[src/rtl/mem_port_arbiter.sv]
// mem_port_arbiter
// Shares one single-port unified memory between the IF fetch port and the
// MEM-stage load/store port. Only one transaction is in flight at a time.
// Each transaction is arbitrated in IDLE, then the latched command is
// presented in REQ, and the response is awaited in RSP.
//
// Parameters
//   STARVE_LIM : consecutive LSU wins allowed while a fetch is pending
//   TIMEOUT    : RSP cycles before the transaction is aborted (0 = never)
//   CNT_W      : timeout counter width, TIMEOUT < 2**CNT_W
//
// Ports
//   clk_i, rst_i                       clock, synchronous active-high reset
//   if_req_i, if_addr_i                fetch request and address
//   if_gnt_o, if_rvalid_o, if_rdata_o  fetch grant, response pulse, data
//   ls_req_i, ls_we_i, ls_be_i,
//   ls_addr_i, ls_wdata_i              load/store request and command
//   ls_gnt_o, ls_rvalid_o, ls_rdata_o  load/store grant, response pulse, data
//   mem_req_o, mem_we_o, mem_be_o,
//   mem_addr_o, mem_wdata_o            memory command
//   mem_gnt_i                          memory accepted the command
//   mem_rvalid_i, mem_rdata_i          memory response (reads and writes)
//   busy_o                             memory port occupied (state != IDLE)
//   err_o                              timeout abort, one-cycle pulse
module mem_port_arbiter #(
  parameter int STARVE_LIM = 4,
  parameter int TIMEOUT    = 255,
  parameter int CNT_W      = 8
) (
  input  logic        clk_i,
  input  logic        rst_i,
  input  logic        if_req_i,
  input  logic [31:0] if_addr_i,
  output logic        if_gnt_o,
  output logic        if_rvalid_o,
  output logic [31:0] if_rdata_o,
  input  logic        ls_req_i,
  input  logic        ls_we_i,
  input  logic [3:0]  ls_be_i,
  input  logic [31:0] ls_addr_i,
  input  logic [31:0] ls_wdata_i,
  output logic        ls_gnt_o,
  output logic        ls_rvalid_o,
  output logic [31:0] ls_rdata_o,
  output logic        mem_req_o,
  output logic        mem_we_o,
  output logic [3:0]  mem_be_o,
  output logic [31:0] mem_addr_o,
  output logic [31:0] mem_wdata_o,
  input  logic        mem_gnt_i,
  input  logic        mem_rvalid_i,
  input  logic [31:0] mem_rdata_i,
  output logic        busy_o,
  output logic        err_o
);

  localparam logic [1:0] S_IDLE = 2'd0;
  localparam logic [1:0] S_REQ  = 2'd1;
  localparam logic [1:0] S_RSP  = 2'd2;

  localparam int SC_W = (STARVE_LIM < 1) ? 1 : $clog2(STARVE_LIM + 1);
  localparam logic [SC_W-1:0]  STARVE_MAX = SC_W'(STARVE_LIM);
  localparam logic [CNT_W-1:0] TMO_LAST   = CNT_W'((TIMEOUT > 0) ? TIMEOUT - 1 : 0);
  localparam logic [31:0]      NOP_INSN   = 32'h0000_0013;

  logic [1:0]       r_state;
  logic             r_owner_ls;
  logic [SC_W-1:0]  r_starve_cnt;
  logic [CNT_W-1:0] r_tmo_cnt;
  logic             r_we;
  logic [3:0]       r_be;
  logic [31:0]      r_addr;
  logic [31:0]      r_wdata;
  logic             r_if_rvalid;
  logic             r_ls_rvalid;
  logic [31:0]      r_if_rdata;
  logic [31:0]      r_ls_rdata;
  logic             r_err;

  logic w_idle;
  logic w_starved;
  logic w_ls_win;
  logic w_if_win;
  logic w_timeout;

  // Arbitration happens only in IDLE. The LSU normally has priority, but once
  // it has won STARVE_LIM times in a row over a waiting fetch, IF gets the
  // next grant so instruction fetch cannot be starved indefinitely.
  assign w_idle    = (r_state == S_IDLE);
  assign w_starved = if_req_i && (r_starve_cnt == STARVE_MAX);
  assign w_ls_win  = w_idle && ls_req_i && !w_starved;
  assign w_if_win  = w_idle && if_req_i && !w_ls_win;
  assign w_timeout = (TIMEOUT != 0) && (r_tmo_cnt == TMO_LAST);

  // Main transaction FSM with the latched command fields. A fetch is always a
  // full-word read, so it latches we=0 and all byte enables. The timeout
  // counter restarts on every entry into RSP.
  always_ff @(posedge clk_i) begin
    if (rst_i) begin
      r_state    <= S_IDLE;
      r_owner_ls <= 1'b0;
      r_tmo_cnt  <= '0;
      r_we       <= 1'b0;
      r_be       <= 4'h0;
      r_addr     <= 32'h0;
      r_wdata    <= 32'h0;
    end else begin
      case (r_state)
        S_IDLE: begin
          if (w_ls_win) begin
            r_owner_ls <= 1'b1;
            r_we       <= ls_we_i;
            r_be       <= ls_be_i;
            r_addr     <= ls_addr_i;
            r_wdata    <= ls_wdata_i;
            r_state    <= S_REQ;
          end else if (w_if_win) begin
            r_owner_ls <= 1'b0;
            r_we       <= 1'b0;
            r_be       <= 4'hF;
            r_addr     <= if_addr_i;
            r_wdata    <= 32'h0;
            r_state    <= S_REQ;
          end
        end
        S_REQ: begin
          if (mem_gnt_i) begin
            r_state   <= S_RSP;
            r_tmo_cnt <= '0;
          end
        end
        S_RSP: begin
          if (mem_rvalid_i || w_timeout) begin
            r_state <= S_IDLE;
          end else begin
            r_tmo_cnt <= r_tmo_cnt + CNT_W'(1);
          end
        end
        default: r_state <= S_IDLE;
      endcase
    end
  end

  // Count consecutive LSU wins over a waiting fetch. Any IDLE cycle without a
  // fetch request, or a fetch win, clears the count. Busy cycles leave it alone.
  always_ff @(posedge clk_i) begin
    if (rst_i) begin
      r_starve_cnt <= '0;
    end else if (w_idle) begin
      if (!if_req_i || w_if_win) begin
        r_starve_cnt <= '0;
      end else if (w_ls_win && (r_starve_cnt != STARVE_MAX)) begin
        r_starve_cnt <= r_starve_cnt + SC_W'(1);
      end
    end
  end

  // Response path. Only the owner's rvalid may pulse, and each rdata register
  // holds its value until that requester's next response. On a timeout the
  // fetch side gets a NOP so the pipeline can carry on, and the LSU gets zero.
  always_ff @(posedge clk_i) begin
    r_if_rvalid <= 1'b0;
    r_ls_rvalid <= 1'b0;
    r_err       <= 1'b0;
    if (rst_i) begin
      r_if_rdata <= 32'h0;
      r_ls_rdata <= 32'h0;
    end else if (r_state == S_RSP) begin
      if (mem_rvalid_i) begin
        if (r_owner_ls) begin
          r_ls_rvalid <= 1'b1;
          r_ls_rdata  <= mem_rdata_i;
        end else begin
          r_if_rvalid <= 1'b1;
          r_if_rdata  <= mem_rdata_i;
        end
      end else if (w_timeout) begin
        r_err <= 1'b1;
        if (r_owner_ls) begin
          r_ls_rvalid <= 1'b1;
          r_ls_rdata  <= 32'h0;
        end else begin
          r_if_rvalid <= 1'b1;
          r_if_rdata  <= NOP_INSN;
        end
      end
    end
  end

  assign if_gnt_o    = w_if_win;
  assign ls_gnt_o    = w_ls_win;
  assign if_rvalid_o = r_if_rvalid;
  assign if_rdata_o  = r_if_rdata;
  assign ls_rvalid_o = r_ls_rvalid;
  assign ls_rdata_o  = r_ls_rdata;
  assign mem_req_o   = (r_state == S_REQ);
  assign mem_we_o    = r_we;
  assign mem_be_o    = r_be;
  assign mem_addr_o  = r_addr;
  assign mem_wdata_o = r_wdata;
  assign busy_o      = !w_idle;
  assign err_o       = r_err;

endmodule

[config.mk]
export PLATFORM = sky130hd
export DESIGN_NAME = mem_port_arbiter
export DESIGN_NICKNAME = d
export VERILOG_FILES = /design/src/rtl/mem_port_arbiter.sv
export SDC_FILE = /design/constraint.sdc
export NUM_CORES = 1
export LEC_CHECK = 0
export CORE_UTILIZATION = 37
export CTS_CLUSTER_SIZE = 12
export DETAILED_ROUTE_END_ITERATION = 12
export PLACE_DENSITY = 0.8
export SYNTH_ARGS = -nofsm -noshare
export SYNTH_HDL_FRONTEND = slang
export SYNTH_SLANG_ARGS = --single-unit
export TNS_END_PERCENT = 100
[constraint.sdc]
create_clock -name clk_i -period 1.7 [get_ports clk_i]
set_input_delay 0.51 -clock clk_i [delete_from_list [all_inputs] [get_ports clk_i]]
set_output_delay 0.51 -clock clk_i [all_outputs]
set_load 0.03 [all_outputs]
# Yosys cells after proc, flatten, opt, wreduce, memory -nomap -nowiden
# Index checks and enable logic that the tools add are counted.
[op_classes] add_sub_neg=2 eq_ne=9 n_mux=34 bitwise=2 n_reduce_logical=25
[op_table] cell="32-bit two-way mux" n=12
[op_table] cell="8-bit two-way mux" n=2
[op_table] cell="8-bit case mux with 2 select lines" n=1
[op_table] cell="3-bit AND reduction" n=4
[op_table] cell="1-bit two-way mux" n=10
[op_table] cell="8-bit by 1-bit adder with 8-bit output, second input constant" n=1
[op_table] cell="8-bit equality test, second input constant" n=1
[op_table] cell="2-bit two-way mux" n=4
[op_table] cell="4-bit two-way mux" n=2
[op_table] cell="2-bit nonzero test" n=4
[op_table] cell="1-bit logical AND" n=6
[op_table] cell="3-bit two-way mux" n=2
[op_table] cell="2-bit case mux with 3 select lines" n=1
[op_table] cell="1-bit logical NOT" n=4
[op_table] cell="2-bit != test, second input constant" n=2
[op_table] cell="2-bit AND reduction" n=2
[op_table] cell="3-bit by 1-bit adder with 3-bit output, second input constant" n=1
[op_table] cell="3-bit equality test, second input constant" n=1
[op_table] cell="3-bit by 1-bit != test with 1-bit output, second input constant" n=1
[op_table] cell="3-bit != test, second input constant" n=1
[op_table] cell="3-bit OR reduction" n=1
[op_table] cell="2-bit by 1-bit equality test with 1-bit output, second input constant" n=1
[op_table] cell="2-bit equality test, second input constant" n=1
[op_table] cell="2-bit logical NOT" n=1
[op_table] cell="4 further kinds" n=6
[word_totals] ff_bits=150 input_bits=139 output_inout_bits=140 word_cells=85

# Longest topological paths before layout
[logic_depth] ltp_word=9 ltp_mapped=8 depth_no_buf=7

# Worst setup path after synthesis
# No wires, ideal clock.
[synth_timing] path_type="reg-to-output" startpoint="reg r_starve_cnt[0]" endpoint="out if_gnt_o" arrival_time_ns=1.659 required_time_ns=1.190 path_slack_ns=-0.469 path_stages_with_launch=8 path_buffers=1 path_cell_list="dfxtp_1 > inv_1 > ha_1 > nand3_1 > nand3_1 > inv_2 > clkbuf_1 > nor2_1"
[synth_via] elab_chain_len=6
[synth_rtl] element="from (decl)" line="68" source="logic [SC_W-1:0] r_starve_cnt;"
[synth_rtl] element="from (signal assigned)" line="153" source="r_starve_cnt <= r_starve_cnt + SC_W'(1);"
[synth_rtl] element="3-bit equality test" line="90" source="assign w_starved = if_req_i && (r_starve_cnt == STARVE_MAX);"
[synth_rtl] element="1-bit logical AND" line="90"
[synth_rtl] element="1-bit logical NOT" line="91" source="assign w_ls_win = w_idle && ls_req_i && !w_starved;"
[synth_rtl] element="1-bit logical AND" line="91"
[synth_rtl] element="net ls_gnt_o" line="42" source="output logic ls_gnt_o,"
[synth_rtl] element="1-bit logical NOT" line="92" source="assign w_if_win = w_idle && if_req_i && !w_ls_win;"
[synth_rtl] element="1-bit logical AND" line="92"
[synth_rtl] element="to (decl)" line="34" source="output logic if_gnt_o,"
# The timed path passes the listed nets, and every way through them passes these cells.

# Final worst setup path
[layout_timing] startpoint="reg r_starve_cnt[0]" endpoint="out if_gnt_o"
[layout_via] elab_chain_len=6
[layout_rtl] element="3-bit equality test" line="90"
[layout_rtl] element="1-bit logical AND" line="90"
[layout_rtl] element="1-bit logical NOT" line="91"
[layout_rtl] element="1-bit logical AND" line="91"
[layout_rtl] element="1-bit logical NOT" line="92"
[layout_rtl] element="1-bit logical AND" line="92"
# Every way passes these cells.

==> impl_metrics.yaml <==
timing:
  fin_crit_sh_pct: 112.7
  worst_pin_slew_ps: 372.4
  fmax_mhz: 522.1
  rsz0062_at_grt: "true"
  final_max_slew_viol_count: 0
  hold_viol: 0
  finalSetupViolCount: 4
  hold_slack_ps: 462.8
  finClkSkew_ps: 7.463
  finalCriticalPeriod_ps: 1916
  tns_ps: -541.5
  slew_headroom_pct: 75.17
  worst_slack_ps: -215.5
synth:
  yosys.area.top_type_share_pct: 50.85
  syn_inst: 729
  synth_edf_count: 0
  async_flop_share_pct: 0
  yosys-top-cells-area: "dfxtp_1 (51%), nand2_1 (10%), a21oi_1 (9.0%)"
  seq_area_frac_synth_pct: 50.85
  syn_area_per_cell_um2: 8.101
  ys_top_cells_by_count: "nand2_1 (164), dfxtp_1 (150), a21oi_1 (106), nor2_1 (43), nand3_1 (42)"
  synth.most_common_cell: "nand2_1"
  ys_ff_latch: 150
  synth_top_cell_by_area: "dfxtp_1"
  yosysUniqueCellTypes: 41
  synth.net_count: 872
  netlist_area_mm2: 0.005906
  yosysWarnings: 0
  ys.flop_type: "dfxtp_1"
die:
  core_area_mm2: 0.01537
  die-area_mm2: 0.01647
  initial_utilization_pct: 38.42
  die_y_um: 128.3
  dieWidth_um: 128.3
  rows: 45
  ioPinCount: 279
clocking:
  postCtsHoldBufs: 0
  cts_buffers: 17
  cts_root_buf: "clkbuf_16"
  clock_latency_ps: 420
  cts_num_sinks: 150
  htreeDepth: 4
  cts_tree: "yes"
  cts_max_path_buffers: 2
  clk_pin_slew_worst_paths_ps: 60
worst_setup_path:
  cp-endpoint: "if_gnt_o"
  crit_path_max_fanout: 4
  worstPathRequired_ps: 1190
  start_kind: "flop"
  r2r-start: "r_tmo_cnt[0]"
  critPathLaunch: "r_starve_cnt[0]"
  arrival_ps: 1410
  worst_setup_path_end_kind: "output port"
  rr_worst_depth: 7
  r2r_slack_ps: 60
  reg2reg_to: "if_rdata_o[15]"
  path_class: "reg -> out"
placement:
  pre_cts_slack_ps: -332.9
  gp_congestion: 0.8682
  dp.cells: 1195
  hpwl_um: 14310
  port_buffers: 278
finish:
  register_area_mm2: 0.003012
  fill_cells: 1313
  multi_input_area_mm2: 0.002813
  fin_util_pct: 64.42
  nets: 1163
  stdcell_count: 1245
  drive_above_1_share_pct: 18.01
  area_growth_pct: 67.67
global_routing:
  grt_pass1_wl_um: 31360
  grt_start_max_net_pins: 48
  grt.total_usage_pct: 24.68
  overflow: 0
  grt_antenna_before_repair: 1
  grt_pass1_vias: 6193
hold_path:
  hold_class: "reg -> reg"
outcome:
  violations: "negative setup slack"
  outcome: "finished, violations left"
route:
  viasPerCell: 5.193
  vias: 6465
  drt_iter0_drc: 357
  drc_errors: 0
  wire_per_inst_um: 16.62
  final_antenna_net_count: 0
  totalWireLength_um: 20690
  dr.pass1.iters: 4
power_and_ir_drop:
  power_density_mw_per_mm2: 925.5
  p_leak_nw: 3.850
  ir_worst_vdd_mv: 0.6721
run:
  cap_violations: 0
## critical path, stage by stage, from the launching register on
cell and delay, ps:
dfxtp_2 320, inv_2 70, ha_4 150, nand3_4 70, nand3_4 100, inv_4 50, nor2_4 80, buf_6 130
## report_power, final
| group | internal (mW) | switching (mW) | leakage [nW] | total (mW) |
|---|---|---|---|---|
| Combinational | 0.783 | 1.03 | 2.36 | 1.81 |
| Clock | 2.08 | 1.48 | 0.260 | 3.57 |
| Sequential | 3.69 | 0.0976 | 1.23 | 3.78 |
| Total | 6.55 | 2.61 | 3.85 | 9.16 |
## flip-flops by register name, indices dropped and copies added, names as in the netlist, 2 cells and up
name	flops
mem_addr_o	32
if_rdata_o	32
mem_be_o	4
ls_rdata_o	32
r_starve_cnt	3
r_state	2
r_tmo_cnt	8
mem_wdata_o	32
## area by class of cell
class	count	share of cell area, %
antenna	1	0.02527
clock buffer	20	4.612
clock inverter	12	1.049
inverter	9	0.3917
multi-input combinational	503	28.41
sequential	150	30.41
tap	211	2.666
timing repair buffer	339	32.44
## routing by layer
metal  GRT usage, %  up-vias  share of wire [%]
met5              0        -                  0
met4          13.70        0                3.7
met3          7.859       43                8.7
met2          42.93      268                 50
met1          26.60     3027                 37
li1               -     3127                  -
## what timing repair did
action | 4_1_cts | 5_1_grt
gates resized for setup | 173 | 126
pin swaps | 4 | 5
gates cloned | 0 | 2
endpoints found under the setup margin | 179 | 119
buffers inserted | 11 | 4
## metrics by stage
stage / area (um^2) / power [mW]
final: 9902 / 9.165
after global routing: 9902 / 9.503
after CTS: 9713 / 9.170
after detailed placement: 9125 / 5.654
after global placement: 9125 / 5.640
after floorplan: 5923 / 4.707
## worst min path at each step
stage                         start              end  slack [ps]  depth (start not counted)
floorplan           r_starve_cnt[0]  r_starve_cnt[0]         450                          2
global placement      if_rdata_o[1]    if_rdata_o[1]         450                          1
detailed placement  mem_wdata_o[24]  mem_wdata_o[24]         460                          2
CTS                 mem_wdata_o[21]  mem_wdata_o[21]         460                          2
global route        mem_wdata_o[29]  mem_wdata_o[29]         480                          2
finish              mem_wdata_o[27]  mem_wdata_o[27]         460                          2
## logic make-up after synthesis
kind of cell,count (synthesis),share of synthesized area (%)
compound gates,214,22.03
xor+xnor,3,0.4450
fa+ha+maj,4,0.8475
buf+inv,76,5.339
flops,150,50.85
simple gates,282,20.49
## cells in the final DEF, fill, tap and decap left out, types with 16 or more instances in the layout
cell | netlist | routed
a21oi_1 | 106 | 106
a311oi_1 | 32 | 32
buf_4 | 0 | 55
clkbuf_16 | 0 | 18
clkbuf_2 | 0 | 27
clkdlybuf4s15_1 | 0 | 49
clkdlybuf4s50_1 | 0 | 136
dfxtp_1 | 150 | 145
dlygate4sd2_1 | 0 | 45
nand2_1 | 164 | 163
nand3_1 | 42 | 40
nor2_1 | 43 | 41
o21ai_0 | 22 | 18
o21ai_1 | 12 | 16
o31ai_2 | 0 | 21
(Power assumes the default switching activity.)
